File: src/rtl/train_seq_ctrl.sv
// Training-sequence controller: steps a run of N inputs through a D-block-deep
// pipeline, one cycle block (cpc clocks) per input slot, plus D drain blocks.
module train_seq_ctrl #(
   parameter int p    = 64,
   parameter int fo   = 8,
   parameter int z    = 32,
   parameter int ec   = 2,
   parameter int cpc  = p * fo / z + ec,
   parameter int L    = 3,
   parameter int maxN = 1024
) (
   input  logic                        clk,
   input  logic                        reset,
   input  logic                        start,
   input  logic [$clog2(maxN+1)-1:0]   num_inputs,
   input  logic                        abort,
   output logic                        ready,
   output logic                        busy,
   output logic                        done,
   output logic [$clog2(cpc)-1:0]      cycle_index,
   output logic                        cycle_clk,
   output logic                        in_valid,
   output logic [$clog2(maxN)-1:0]     in_index,
   output logic                        up_en,
   output logic [1:0]                  fsm_state
);

   localparam int d  = 2 * (L - 1);
   localparam int nw = $clog2(maxN + 1);
   localparam int cw = $clog2(cpc);
   localparam int iw = $clog2(maxN);
   // Block counter must hold maxN+d-1 without wrapping.
   localparam int bw = $clog2(maxN + d + 1);

   localparam logic [1:0] st_idle = 2'd0;
   localparam logic [1:0] st_run  = 2'd1;
   localparam logic [1:0] st_done = 2'd2;

   logic [1:0]    state;
   logic [cw-1:0] cyc;
   logic [bw-1:0] blk;
   logic [nw-1:0] n_lat;
   logic          last_cyc;
   logic          last_blk;
   logic          running;

   assign running  = (state == st_run);
   assign last_cyc = (cyc == cw'(cpc - 1));
   assign last_blk = (blk == (bw'(n_lat) + bw'(d - 1)));

   always_ff @(posedge clk) begin
      if (!reset) begin
         state <= st_idle;
         cyc   <= '0;
         blk   <= '0;
         n_lat <= '0;
      end else if (abort && (state != st_idle)) begin
         state <= st_idle;
         cyc   <= '0;
         blk   <= '0;
      end else begin
         case (state)
            st_idle: begin
               // A start coinciding with abort is dropped, as is an empty run.
               if (start && !abort && (num_inputs != '0)) begin
                  n_lat <= num_inputs;
                  state <= st_run;
                  cyc   <= '0;
                  blk   <= '0;
               end
            end
            st_run: begin
               if (last_cyc) begin
                  cyc <= '0;
                  if (last_blk) begin
                     state <= st_done;
                     blk   <= '0;
                  end else begin
                     blk <= blk + bw'(1);
                  end
               end else begin
                  cyc <= cyc + cw'(1);
               end
            end
            st_done: begin
               state <= st_idle;
               cyc   <= '0;
               blk   <= '0;
            end
            default: begin
               state <= st_idle;
               cyc   <= '0;
               blk   <= '0;
            end
         endcase
      end
   end

   always_comb begin
      ready       = (state == st_idle);
      busy        = running;
      done        = (state == st_done);
      cycle_index = running ? cyc : '0;
      cycle_clk   = running && last_cyc;
      in_valid    = running && (blk < bw'(n_lat));
      in_index    = in_valid ? blk[iw-1:0] : '0;
      // Weight updates start once the first input has crossed the pipeline.
      up_en       = running && (blk >= bw'(d)) && (cyc < cw'(cpc - ec));
      fsm_state   = state;
   end

endmodule
File: config.mk
export PLATFORM = sky130hd
export DESIGN_NAME = train_seq_ctrl
export DESIGN_NICKNAME = d
export VERILOG_FILES = /design/src/rtl/train_seq_ctrl.sv
export SDC_FILE = /design/constraint.sdc
export NUM_CORES = 1
export LEC_CHECK = 0
export BUFFER_PORTS_ARGS = -buffer_cell sky130_fd_sc_hd__buf_4
export CAP_MARGIN = 20
export CORE_AREA = 5 5 71 73
export CTS_CLUSTER_DIAMETER = 100
export DETAILED_ROUTE_END_ITERATION = 8
export DIE_AREA = 0 0 76 78
export PLACE_DENSITY = 0.7
export SLEW_MARGIN = 20
export SYNTH_ARGS = -nofsm -noshare
export SYNTH_HDL_FRONTEND = slang
export SYNTH_SLANG_ARGS = --single-unit
File: constraint.sdc
create_clock -name clk -period 3.4 [get_ports clk]
set_clock_uncertainty 0.2 [all_clocks]
set_input_delay 0.34 -clock clk [delete_from_list [all_inputs] [get_ports clk]]
set_output_delay 0.34 -clock clk [all_outputs]
set_load 0.005 [all_outputs]
==> reports/metrics.cfg <==
[placement]
numPlacedInstances = 330
port_buffers = 37
gp_congestion = 0.829
place_hpwl_um = 3830
dpl_worst_slack_ns = 0.865

[synthesis]
synth_area_leaders = dfxtp_1 (28%), ha_1 (9.7%), xor2_1 (6.0%)
synth_top_flop_cell = dfxtp_1
synth_cell_types = 45
synth_edf_count = 0
syn_avg_cell_area_um2 = 8.34
ys.warnings.count = 0
synth.largest_area_cell = dfxtp_1
async_reset_ff_frac = 0
synthCells = 247
synth_top_area_share = 0.282
synth.most_common_cell = dfxtp_1
syn_area_mm2 = 0.00206
synth_common_cells = dfxtp_1 (29), nor2_1 (24), inv_1 (18), nor2b_1 (18), ha_1 (16)
ys_seq_area_frac = 0.282
synth-seq-cells = 29
synth_nets = 278

[sta]
worstMarginPinSlew_ns = 0.802
slew_viol_final = 0
setup_slack_ns = 0.544
grt_setup_unrepaired = no
hold_slack_ns = 0.128
clock.fmax_mhz = 350
timing.final.crit_share = 0.840
setup_viol = 0
report.final.hold_viol_count = 0
max_slew_margin = 0.464
fin_crit_ns = 2.86
setup_tns_ns = 0

[drt]
routedWlPerCell_um = 14.6
antenna_left = 0
wirelength_um = 4920
wl_met1_um = 2450
firstDrtPassIters = 4
via_count = 1831
drc = 0
top_layer = met4
met2_length_um = 2160
drtIter0Drc = 124
wl_met3_um = 252
avgViaCountPerCell = 5.42

[grt]
antenna_found_initial = 0
grt_max_degree = 15
grt_overflow = 0
grt_pass1_wl_um = 8340
track_usage = 0.170
grt_pass1_vias = 1776

[critical_path]
r2r-start = n_lat[1]
critPathLaunchType = flip-flop
cp-end-kind = output pin
arrival_ns = 2.32
path_max_fanout = 11
worstPathRequired_ns = 2.86
reg2reg_to = blk[9]
reg2reg_depth = 8
worstSetupPathType = flip-flop to output pin
ff2ff_setup_slack_ns = 0.92

[cts]
clkLatencyLatePin_ns = 0.28
htreeDepth = 2
cts_buffer_depth = 2
post-cts-setup-buffer-count = 0
cts_hold_buf = 0
cts_tree = built
clk_pin_slew_ns = 0.06
cts_resized = 0
cts_sinks = 29
cts_buffers = 5
cts_root_buf = clkbuf_8

[worst_hold_path]
holdPathEnd = n_lat[10]
holdPathStages = 3
hold_start = num_inputs[10]
min_path_type = primary input to flip-flop

[floorplan]
core_area_mm2 = 0.00429
ios = 38
die_height_um = 78
die-area_mm2 = 0.00593
rows = 24
dieWidth_um = 76
start_util = 0.480

[power]
vdd.ir_drop.worst_mv = 0.247
p_leak_nw = 0.984
power_density_mw_per_mm2 = 350

[final_layout]
drive_gt1_frac = 0.185
areaGrowthSynthToFinish_pct = 22.0
diodes = 0
fillers = 400
fin_util = 0.585
stdcell_count = 338
fin_nets = 316

[run_status]
status = finished, final reports clean

[run]
drv_cap = 0

==> cell families after synthesis <==
| logic type | synth area share |
|---|---|
| AO/OA/AOI/OAI | 0.117 |
| flip-flops | 0.282 |
| XOR/XNOR | 0.111 |
| buffers and inverters | 0.0486 |
| adder cells (fa/ha/maj) | 0.0971 |
| AND/OR/NAND/NOR | 0.292 |
| multiplexers | 0.0534 |
==> state kept, by name, indices dropped and copies added (netlist names) <==
register,count
n_lat,11
blk,11
fsm_state,2
cyc,5
==> worst max-delay path by stage <==
stage,startpoint,end,slack [ns],cells past startpoint
after floorplan,blk[1],in_index[2],1.10,8
after global placement,blk[1],in_index[2],0.90,9
after detailed placement,blk[1],in_index[7],0.87,9
after CTS,blk[1],in_index[7],0.54,9
after global routing,blk[1],in_index[2],0.37,9
final,blk[1],in_index[7],0.54,9
==> through the flow <==
step / power [mW] / cell area (µm²)
after floorplan: 0.463 / 2060
after global placement: 0.512 / 2390
after detailed placement: 0.513 / 2390
after CTS: 0.885 / 2510
after global routing: 0.916 / 2510
final: 0.880 / 2510
==> area by class of cell <==
type,count,area [µm²],area share
Tap cell,52,65.1,0.0259
Timing Repair Buffer,39,293,0.116
Multi-Input combinational cell,192,1390,0.554
Clock buffer,7,86.3,0.0343
Sequential cell,29,581,0.231
Clock inverter,1,30.0,0.0119
Inverter,18,67.6,0.0269
==> per-layer routing <==
metal  global-route usage  vias to the layer above
met2                0.263                       50
met4               0.0569                        0
met5                    0                        -
met3               0.0394                        6
met1                0.233                      830
li1                     -                      945
==> power breakdown <==
group | leakage (nW) | switching, mW | total, mW | internal (mW)
logic | 0.690 | 0.0773 | 0.141 | 0.0632
registers | 0.235 | 0.0163 | 0.367 | 0.350
clock network | 0.0585 | 0.134 | 0.373 | 0.239
total | 0.984 | 0.228 | 0.880 | 0.652
==> critical path: stages, from the launching register on <==
cell and delay [ns]:
dfxtp_1 0.48, ha_1 0.28, nor2b_1 0.13, o21a_1 0.16, o21a_1 0.17, o211ai_1 0.17
a21oi_1 0.09, buf_4 0.18, nor3b_1 0.22, buf_4 0.15
==> placed cells by master (no fill, tap or decap), types with 6 or more instances in the layout <==
cell      synthesis  final
xnor2_1          12     12
nor2b_1          18     18
nor3b_1           8      8
dfxtp_1          29     29
ha_1             16     16
nor2_1           24     24
inv_1            18     18
a21oi_1           6      6
buf_4             0     39
nand2_1          12     12
xor2_1           14     14
mux2i_1          11     11
nand3_1           8      8
clkbuf_8          0      6
nand4_1           7      7
Power figures use the tool's default switching activity.
